**config.mk**
```make
export PLATFORM = sky130hd
export DESIGN_NAME = counter_share_ctrl_flat
export DESIGN_NICKNAME = d
export VERILOG_FILES = /design/src/rtl/counter_share_if.sv /design/src/rtl/counter_share_ctrl.sv /design/src/flat_wrapper.sv
export SDC_FILE = /design/constraint.sdc
export NUM_CORES = 1
export LEC_CHECK = 0
export ABC_AREA = 1
export ABC_CLOCK_PERIOD_IN_PS = 1700
export CAP_MARGIN = 30
export CORE_ASPECT_RATIO = 1.2
export CORE_MARGIN = 10
export CORE_UTILIZATION = 49
export CTS_CLUSTER_SIZE = 40
export DETAILED_ROUTE_END_ITERATION = 6
export GPL_ROUTABILITY_DRIVEN = 1
export PLACE_DENSITY = 0.92
export SKIP_LAST_GASP = 1
export SYNTH_ARGS = -nofsm -noshare
export SYNTH_HDL_FRONTEND = slang
export SYNTH_SLANG_ARGS = --single-unit
```
**constraint.sdc**
```tcl
create_clock -name CLK -period 1.7 [get_ports CLK]
set_input_delay 0.34 -clock CLK [delete_from_list [all_inputs] [get_ports CLK]]
set_output_delay 0.34 -clock CLK [all_outputs]
set_load 0.005 [all_outputs]
```
**src/rtl/counter_share_if.sv**
```systemverilog
// Request/grant bundle between the two requesters and counter_share_ctrl.
// ABORT/ABORTED exist only when CTRL_ABORT_EN is defined.
interface counter_share_if #(
   parameter int WIDTH = 6
);
   // Handshake: REQ[i] is a level held until DONE[i] (or ABORTED[i]) is seen;
   // GNT/BUSY/CNT stay valid for the owner's whole run, DONE/ABORTED pulse once.
   logic [1:0]       REQ;
   logic [WIDTH-1:0] LEN0;
   logic [WIDTH-1:0] LEN1;
   logic [1:0]       GNT;
   logic             BUSY;
   logic [1:0]       DONE;
   logic [WIDTH-1:0] CNT;
   logic             dbg_state;
`ifdef CTRL_ABORT_EN
   logic             ABORT;
   logic [1:0]       ABORTED;

   modport master (
      output REQ, LEN0, LEN1, ABORT,
      input  GNT, BUSY, DONE, CNT, dbg_state, ABORTED
   );
   modport slave (
      input  REQ, LEN0, LEN1, ABORT,
      output GNT, BUSY, DONE, CNT, dbg_state, ABORTED
   );
`else
   modport master (
      output REQ, LEN0, LEN1,
      input  GNT, BUSY, DONE, CNT, dbg_state
   );
   modport slave (
      input  REQ, LEN0, LEN1,
      output GNT, BUSY, DONE, CNT, dbg_state
   );
`endif
endinterface

```
**src/rtl/counter_share_ctrl.sv**
```systemverilog
// Round-robin scheduler sharing one up-counter between two requesters.
// Define CTRL_ABORT_EN to add the ABORT input and ABORTED pulse outputs.
module counter_share_ctrl #(
   parameter int WIDTH = 6
) (
   input  logic             CLK,
   input  logic             RST,
   counter_share_if.slave   bus
);

   typedef enum logic {
      IDLE = 1'b0,
      RUN  = 1'b1
   } state_t;

   state_t           state;
   logic             owner;
   logic             rr_ptr;
   logic [WIDTH-1:0] len_q;
   logic [1:0]       elig;
   logic             win;

   // A requester still holding REQ during its own completion pulse is not eligible.
`ifdef CTRL_ABORT_EN
   assign elig = bus.REQ & ~bus.DONE & ~bus.ABORTED;
`else
   assign elig = bus.REQ & ~bus.DONE;
`endif

   always_comb begin
      win = elig[1];
      if (elig == 2'b11) win = ~rr_ptr;
   end

   assign bus.dbg_state = (state == RUN);

   always_ff @(posedge CLK) begin
      if (RST) begin
         state       <= IDLE;
         owner       <= 1'b0;
         rr_ptr      <= 1'b1;
         len_q       <= '0;
         bus.GNT     <= 2'b00;
         bus.BUSY    <= 1'b0;
         bus.DONE    <= 2'b00;
         bus.CNT     <= '0;
`ifdef CTRL_ABORT_EN
         bus.ABORTED <= 2'b00;
`endif
      end else begin
         bus.DONE    <= 2'b00;
`ifdef CTRL_ABORT_EN
         bus.ABORTED <= 2'b00;
`endif
         case (state)
            IDLE: begin
               if (elig != 2'b00) begin
                  owner    <= win;
                  rr_ptr   <= win;
                  bus.GNT  <= win ? 2'b10 : 2'b01;
                  bus.BUSY <= 1'b1;
                  bus.CNT  <= '0;
                  len_q    <= win ? bus.LEN1 : bus.LEN0;
                  state    <= RUN;
               end
            end
            RUN: begin
`ifdef CTRL_ABORT_EN
               if (bus.ABORT) begin
                  bus.GNT     <= 2'b00;
                  bus.BUSY    <= 1'b0;
                  bus.ABORTED <= owner ? 2'b10 : 2'b01;
                  state       <= IDLE;
               end else
`endif
               if (bus.CNT == len_q) begin
                  // Terminal count: CNT holds here so it never wraps inside a run.
                  bus.GNT  <= 2'b00;
                  bus.BUSY <= 1'b0;
                  bus.DONE <= owner ? 2'b10 : 2'b01;
                  state    <= IDLE;
               end else begin
                  bus.CNT <= bus.CNT + {{(WIDTH-1){1'b0}}, 1'b1};
               end
            end
            default: state <= IDLE;
         endcase
      end
   end

endmodule

```
**src/flat_wrapper.sv**
```systemverilog
// flat-port wrapper written by rule: the top's interface ports become plain ports
module counter_share_ctrl_flat 
#(
   parameter int WIDTH = 6
)
  (CLK, RST, bus_REQ, bus_LEN0, bus_LEN1, bus_GNT, bus_BUSY, bus_DONE, bus_CNT, bus_dbg_state);
  counter_share_if #(.WIDTH(WIDTH)) bus_i ();
  input  logic CLK;
  input  logic RST;
  input wire logic [$bits(bus_i.REQ)-1:0] bus_REQ;
  input wire logic [$bits(bus_i.LEN0)-1:0] bus_LEN0;
  input wire logic [$bits(bus_i.LEN1)-1:0] bus_LEN1;
  output wire logic [$bits(bus_i.GNT)-1:0] bus_GNT;
  output wire logic [$bits(bus_i.BUSY)-1:0] bus_BUSY;
  output wire logic [$bits(bus_i.DONE)-1:0] bus_DONE;
  output wire logic [$bits(bus_i.CNT)-1:0] bus_CNT;
  output wire logic [$bits(bus_i.dbg_state)-1:0] bus_dbg_state;
  assign bus_i.REQ = bus_REQ;
  assign bus_i.LEN0 = bus_LEN0;
  assign bus_i.LEN1 = bus_LEN1;
  assign bus_GNT = bus_i.GNT;
  assign bus_BUSY = bus_i.BUSY;
  assign bus_DONE = bus_i.DONE;
  assign bus_CNT = bus_i.CNT;
  assign bus_dbg_state = bus_i.dbg_state;
  counter_share_ctrl #(.WIDTH(WIDTH)) u_core (.CLK(CLK), .RST(RST), .bus(bus_i));
endmodule
```
==> results.json, run 1 <==
{
  "result_of_the_run": "completed",
  "dpl.hpwl_um": 2142,
  "drc": 0,
  "drive_above_1_share": 0.1436,
  "design.portCount": 28,
  "async_reset_ff_frac": 0,
  "synth_largest_type_area_fraction": 0.3851,
  "critPathLaunch": "u_core.bus.CNT[3]",
  "die_y_um": 70.46,
  "crit_required_ns": 1.36,
  "finalWeightedCongestion": 0.8051,
  "crit_path_start_kind": "flip-flop",
  "gr-total-overflow": 0,
  "n_antenna_cell": 0,
  "timing.final.ws_setup_ns": 0.07654,
  "post_drt_wl_per_cell_um": 12.93,
  "route.vias.total": 1074,
  "root_buffer_selected_by_cts": "sky130_fd_sc_hd__clkbuf_4",
  "maxClockFrequency_mhz": 616.0,
  "critical_path.max_fanout": 5,
  "grt_pass1_wl_um": 4485,
  "area_taken_by_flip_flops_and_latches_um2": 404.1,
  "area_delta_synth_final_pct": 34.66,
  "hold_buffers_post_cts": 0,
  "postCtsResizedCells": 0,
  "worst_setup_path_endpoint": "bus_CNT[3]",
  "worst-r2r-cell-count": 8,
  "cts_buffer_depth": 2,
  "crit_family": "buffers and inverters",
  "grt_max_degree": 13,
  "clock_tree_from_tritoncts": "yes",
  "core.rowCount": 18,
  "cp_cell_sequence": "clkdlybuf4s50_1",
  "fin_tns_setup_ns": 0,
  "tightestPinTransition_ns": 0.3555,
  "clock_latency_ns": 0.30,
  "setup.reg_to_reg.worst_slack_ns": 0.35,
  "cts.clk_slew.worst_paths_ns": 0.11,
  "synth_flop_cell": "sky130_fd_sc_hd__dfxtp_1",
  "finish_stage_setup_viols": 0,
  "floorplan.initialDensity": 0.5073,
  "totalWireLength_um": 2729,
  "fin_nets": 199,
  "critical_path.reg2reg.endpoint": "u_core.bus.CNT[5]",
  "yosys-top-cells-area": "sky130_fd_sc_hd__dfxtp_1, sky130_fd_sc_hd__nand2_1, sky130_fd_sc_hd__nand3_1",
  "track_usage": 0.1300,
  "fin_crit_sh": 0.9550,
  "cts_inserted_buffers": 3,
  "max_cap_violations": 0,
  "dp_worst_setup_slack_ns": -0.1283,
  "critical_path_buf_inv_count": 1,
  "irDropWorstVdd_mv": 0.6277,
  "synth-warning-count": 0,
  "antenna_nets_post_route": 0,
  "fill_cells": 167,
  "final-max-slew-violation-count": 0,
  "timing.setup.critical_path_class": "reg -> out",
  "cts_sinks": 20,
  "dr.pass1.iters": 4,
  "io_buffer_count": 27,
  "multi_input_area_um2": 528.0,
  "fp.dieArea_um2": 4372,
  "final.setup_skew_ns": 0.002207,
  "postCtsSetupBuffers": 0,
  "crit_path_arrival_time_ns": 1.28,
  "avgViaCountPerCell": 5.090,
  "min_path_type": "reg -> reg",
  "leakage_nw": 0.5923,
  "timing.max_slew.rel_slack": 0.7624,
  "fp.coreArea_um2": 2049,
  "synth.lib_cells_used.distinct": 23,
  "timing.rr.start": "u_core.bus.CNT[3]",
  "synth_area_um2": 1040,
  "grt_pass1_vias": 1078,
  "post_synth_inst_count": 149,
  "rsz_0062_raised_after_global_routing": "no",
  "avgSynthCellArea_um2": 6.978,
  "cts.htree.levels": 1,
  "layout_min_cycle_time_ns": 1.623,
  "power.density_nw_per_um2": 834.4,
  "post_synthesis_cell_type_with_the_largest_combined_area": "sky130_fd_sc_hd__dfxtp_1",
  "worstSetupEndpointType": "primary output",
  "number_of_enable_type_register_cells_in_the_synthesized_netlist": 0,
  "yosys_register_bits": 20,
  "finalHoldViolCount": 0,
  "worst_path_largest_cell_delay_ns": 0.54,
  "crit_path_top_delay_cell": "sky130_fd_sc_hd__clkdlybuf4s50_1",
  "drt-initial-drc-count": 42,
  "cp_num_cells": 1,
  "post-synth-top-count-cell": "sky130_fd_sc_hd__nand2_1",
  "synth_seq_area_share": 0.3851,
  "p_total_mw": 1.168,
  "grt_antenna_before_repair": 0,
  "synthTopCellsByCount": "sky130_fd_sc_hd__nand2_1, sky130_fd_sc_hd__dfxtp_1, sky130_fd_sc_hd__inv_1, sky130_fd_sc_hd__nand3_1, sky130_fd_sc_hd__nor2_1",
  "synth_nets": 166,
  "die_w_um": 62.05
}
-- logic make-up (layout without fill, tap and decap cells) --
logic type / after synthesis / after routing / share of synthesized area
simple gates: 80 / 80 / 0.3719
buf+inv: 28 / 60 / 0.1071
compound gates: 20 / 20 / 0.1240
flops: 20 / 20 / 0.3851
fa+ha+maj: 1 / 1 / 0.01203
-- power breakdown --
group	switching (mW)	internal (mW)
combinational	0.187	0.156
clock	0.148	0.131
sequential	0.0355	0.512
total	0.370	0.798
-- flip-flops by register name, indices dropped and copies added, names as in the netlist --
register              cells
u_core.bus.DONE           2
u_core.bus.BUSY           1
u_core.rr_ptr             1
u_core.bus.CNT            6
u_core.len_q              6
u_core.bus.dbg_state      1
u_core.owner              1
u_core.bus.GNT            2
-- layer usage --
metal / wire length [um] / GRT usage / vias to the layer above
li1: - / - / 541
met1: 1058 / 0.1333 / 492
met2: 1461 / 0.2340 / 36
met3: 168 / 0.03255 / 5
met4: 40 / 0.05224 / 0
met5: 0 / 0 / -
-- cell usage in the layout (no fill, tap or decap) --
cell type | Yosys | final
sky130_fd_sc_hd__nand2_1 | 38 | 38
sky130_fd_sc_hd__clkdlybuf4s50_1 | 0 | 27
sky130_fd_sc_hd__inv_1 | 18 | 18
sky130_fd_sc_hd__nand3_1 | 18 | 18
sky130_fd_sc_hd__dfxtp_1 | 20 | 17
sky130_fd_sc_hd__nor2_1 | 11 | 11
sky130_fd_sc_hd__a21oi_1 | 8 | 8
sky130_fd_sc_hd__inv_2 | 5 | 5
sky130_fd_sc_hd__nand4_1 | 5 | 5
sky130_fd_sc_hd__o211ai_1 | 5 | 5
sky130_fd_sc_hd__buf_4 | 1 | 4
sky130_fd_sc_hd__nor2_4 | 3 | 3
sky130_fd_sc_hd__o21ai_0 | 3 | 3
sky130_fd_sc_hd__clkbuf_4 | 0 | 3
sky130_fd_sc_hd__dfxtp_2 | 0 | 3
sky130_fd_sc_hd__nand2_2 | 2 | 2
sky130_fd_sc_hd__clkinv_1 | 2 | 2
sky130_fd_sc_hd__nand3_4 | 1 | 1
sky130_fd_sc_hd__nand2_4 | 1 | 1
sky130_fd_sc_hd__nor2_2 | 1 | 1
sky130_fd_sc_hd__a21oi_4 | 1 | 1
sky130_fd_sc_hd__a21oi_2 | 1 | 1
sky130_fd_sc_hd__a31oi_1 | 1 | 1
sky130_fd_sc_hd__o21ai_1 | 1 | 1
sky130_fd_sc_hd__ha_1 | 1 | 1
sky130_fd_sc_hd__clkbuf_8 | 0 | 1
-- worst min-delay path by stage --
stage	cells past startpoint	to	slack, ns	start
3_3_place_gp	1	u_core.bus.DONE[0]	0.44	u_core.owner
2_1_floorplan	1	u_core.bus.DONE[0]	0.41	u_core.owner
3_5_place_dp	2	u_core.rr_ptr	0.47	u_core.rr_ptr
6_report	2	u_core.bus.DONE[1]	0.47	u_core.owner
4_1_cts	2	u_core.bus.DONE[1]	0.48	u_core.owner
5_1_grt	1	u_core.bus.DONE[0]	0.52	u_core.owner
-- cell type report --
type,instances,area share
clock buffer,4,0.02592
inverter,25,0.06702
multi-input combinational,101,0.3771
sequential,20,0.2887
tap,30,0.02681
timing repair buffer,31,0.2145
-- through the flow --
stage,hold slack [ns],utilization,cell area [um^2],instances
2_1_floorplan,0.4123,-,1040,149
3_3_place_gp,0.4393,0.6636,1360,207
3_5_place_dp,0.4662,0.6636,1360,207
4_1_cts,0.4801,0.6813,1396,211
5_1_grt,0.5195,0.6832,1400,211
6_report,0.4747,0.6832,1400,211
Power figures use the tool's default switching activity.
==> inputs of run 2 (changes only) <==
- SLEW_MARGIN: default -> 30
==> results of run 2 <==
No change in the layout: final DEF, timing and power equal those of run 1.
==> inputs of run 3 (changes only) <==
- ABC_CLOCK_PERIOD_IN_PS: 1700 -> 1840
- CORE_UTILIZATION: 49 -> 47
- PLACE_DENSITY: 0.92 -> 0.89
- clock period: 1.7 -> 1.84 ns (I/O delays scaled with it)
==> results.json, run 3 (same netlist as run 1, synthesis figures left out) <==
{
  "layout.cells.most_common_list": "sky130_fd_sc_hd__nand2_1, sky130_fd_sc_hd__clkdlybuf4s50_1, sky130_fd_sc_hd__dfxtp_1",
  "fp.dieArea_um2": 4501,
  "floorplan.initialDensity": 0.4964,
  "antenna_nets_post_route": 0,
  "grt_pass1_vias": 1045,
  "drc": 0,
  "core.rowCount": 18,
  "cts_buffer_depth": 2,
  "worstSetupEndpointType": "primary output",
  "dr.pass1.iters": 4,
  "power.share.clock": 0.231,
  "finish_stage_setup_viols": 0,
  "final.setup_skew_ns": 0.003161,
  "grt_pass1_wl_um": 4443,
  "layout_min_cycle_time_ns": 1.711,
  "timing.max_slew.rel_slack": 0.7640,
  "worst-r2r-cell-count": 8,
  "area_delta_synth_final_pct": 33.57,
  "avgViaCountPerCell": 5.081,
  "die_y_um": 71.53,
  "totalWireLength_um": 2656,
  "gr-total-overflow": 0,
  "drive_above_1_share": 0.1222,
  "crit_required_ns": 1.47,
  "dpl.hpwl_um": 2142,
  "fraction_of_power_spent_switching_nets": 0.3125,
  "min_path_type": "reg -> reg",
  "fp.coreArea_um2": 2095,
  "critical_path_buf_inv_count": 1,
  "irDropWorstVdd_mv": 0.5128,
  "cts.clk_slew.worst_paths_ns": 0.11,
  "route.vias.total": 1067,
  "pwr-share-seq": 0.478,
  "final-max-slew-violation-count": 0,
  "clock_tree_from_tritoncts": "yes",
  "rsz_0062_raised_after_global_routing": "no",
  "drt-initial-drc-count": 42,
  "cts_sinks": 20,
  "n_antenna_cell": 0,
  "combPwrFrac": 0.291,
  "die_w_um": 62.94,
  "io_buffer_count": 27,
  "post_drt_wl_per_cell_um": 12.65,
  "internal_power_mw": 0.7322,
  "postCtsSetupBuffers": 0,
  "fin_nets": 198,
  "hold_buffers_post_cts": 0,
  "fin_tns_setup_ns": 0,
  "switchingPower_mw": 0.3328,
  "largestRegisters": "u_core.bus.CNT x6, u_core.len_q x6",
  "grt_antenna_before_repair": 0,
  "worst_path_largest_cell_delay_ns": 0.56,
  "clock_latency_ns": 0.29,
  "crit_family": "buffers and inverters",
  "power.density_nw_per_um2": 766.8,
  "crit_path_top_delay_cell": "sky130_fd_sc_hd__clkdlybuf4s50_1",
  "track_usage": 0.1137,
  "design.portCount": 28,
  "most_common_cell_after_layout_fill_and_taps_aside": "sky130_fd_sc_hd__nand2_1",
  "maxClockFrequency_mhz": 584.6,
  "postCtsResizedCells": 0,
  "p_total_mw": 1.065,
  "timing.setup.critical_path_class": "reg -> out",
  "crit_path_start_kind": "flip-flop",
  "max_cap_violations": 0,
  "cp_num_cells": 1,
  "tightestPinTransition_ns": 0.3532,
  "finalWeightedCongestion": 0.8431,
  "root_buffer_selected_by_cts": "sky130_fd_sc_hd__clkbuf_4",
  "result_of_the_run": "completed",
  "fin_crit_sh": 0.9296,
  "whs_path_depth": 1,
  "finalHoldViolCount": 0,
  "crit_path_arrival_time_ns": 1.34,
  "leakage_nw": 0.5862,
  "cts_inserted_buffers": 3,
  "cp_cell_sequence": "clkdlybuf4s50_1",
  "critical_path.max_fanout": 8,
  "cts.htree.levels": 1,
  "grt_max_degree": 13
}
run 3: worst paths after layout:
| kind | endpoint | slack, ns | startpoint |
|---|---|---|---|
| hold reg to reg | u_core.bus.DONE[0] | 0.47 | u_core.owner |
| setup / recovery | bus_CNT[2] | 0.13 | u_core.bus.CNT[2] |
| setup reg to reg | u_core.bus.DONE[1] | 0.50 | u_core.bus.CNT[1] |
| hold / removal | u_core.bus.DONE[0] | 0.47 | u_core.owner |
run 3: stage by stage:
| step | worst slack, ns | hold slack, ns | std cells | instance area [um^2] | utilization |
|---|---|---|---|---|---|
| after floorplan | 0.6409 | 0.4123 | 149 | 1040 | - |
| after global placement | 0.09655 | 0.4394 | 206 | 1353 | 0.6458 |
| after detailed placement | 0.02697 | 0.4489 | 206 | 1353 | 0.6458 |
| after CTS | 0.1162 | 0.4661 | 210 | 1389 | 0.6631 |
| after global routing | 0.06774 | 0.4940 | 210 | 1389 | 0.6631 |
| final | 0.1295 | 0.4676 | 210 | 1389 | 0.6631 |
run 3: power groups by stage:
stage                     logic [mW]  clock network [mW]  registers (mW)
final                          0.310               0.246           0.509
after detailed placement       0.308                   0           0.519
after global routing           0.343               0.268           0.513
after CTS                      0.310               0.254           0.509
after global placement         0.298                   0           0.517
after floorplan                0.203                   0           0.507
run 3: metal layers:
metal / up-vias / GRT usage / wire [um]
met5: - / 0 / 0
met4: 0 / 0.01493 / 12
met3: 3 / 0.03577 / 176
met2: 34 / 0.2113 / 1359
met1: 486 / 0.1258 / 1107
li1: 544 / - / -
run 3: layout make-up:
| type | count | area [um^2] |
|---|---|---|
| fillers | 182 | 705.7 |
| multi-input cells | 101 | 528.0 |
| flip-flops and latches | 20 | 400.4 |
| repair buffers | 30 | 292.8 |
| inverters | 25 | 93.84 |
| well taps | 30 | 37.54 |
| clock buffers | 4 | 36.28 |
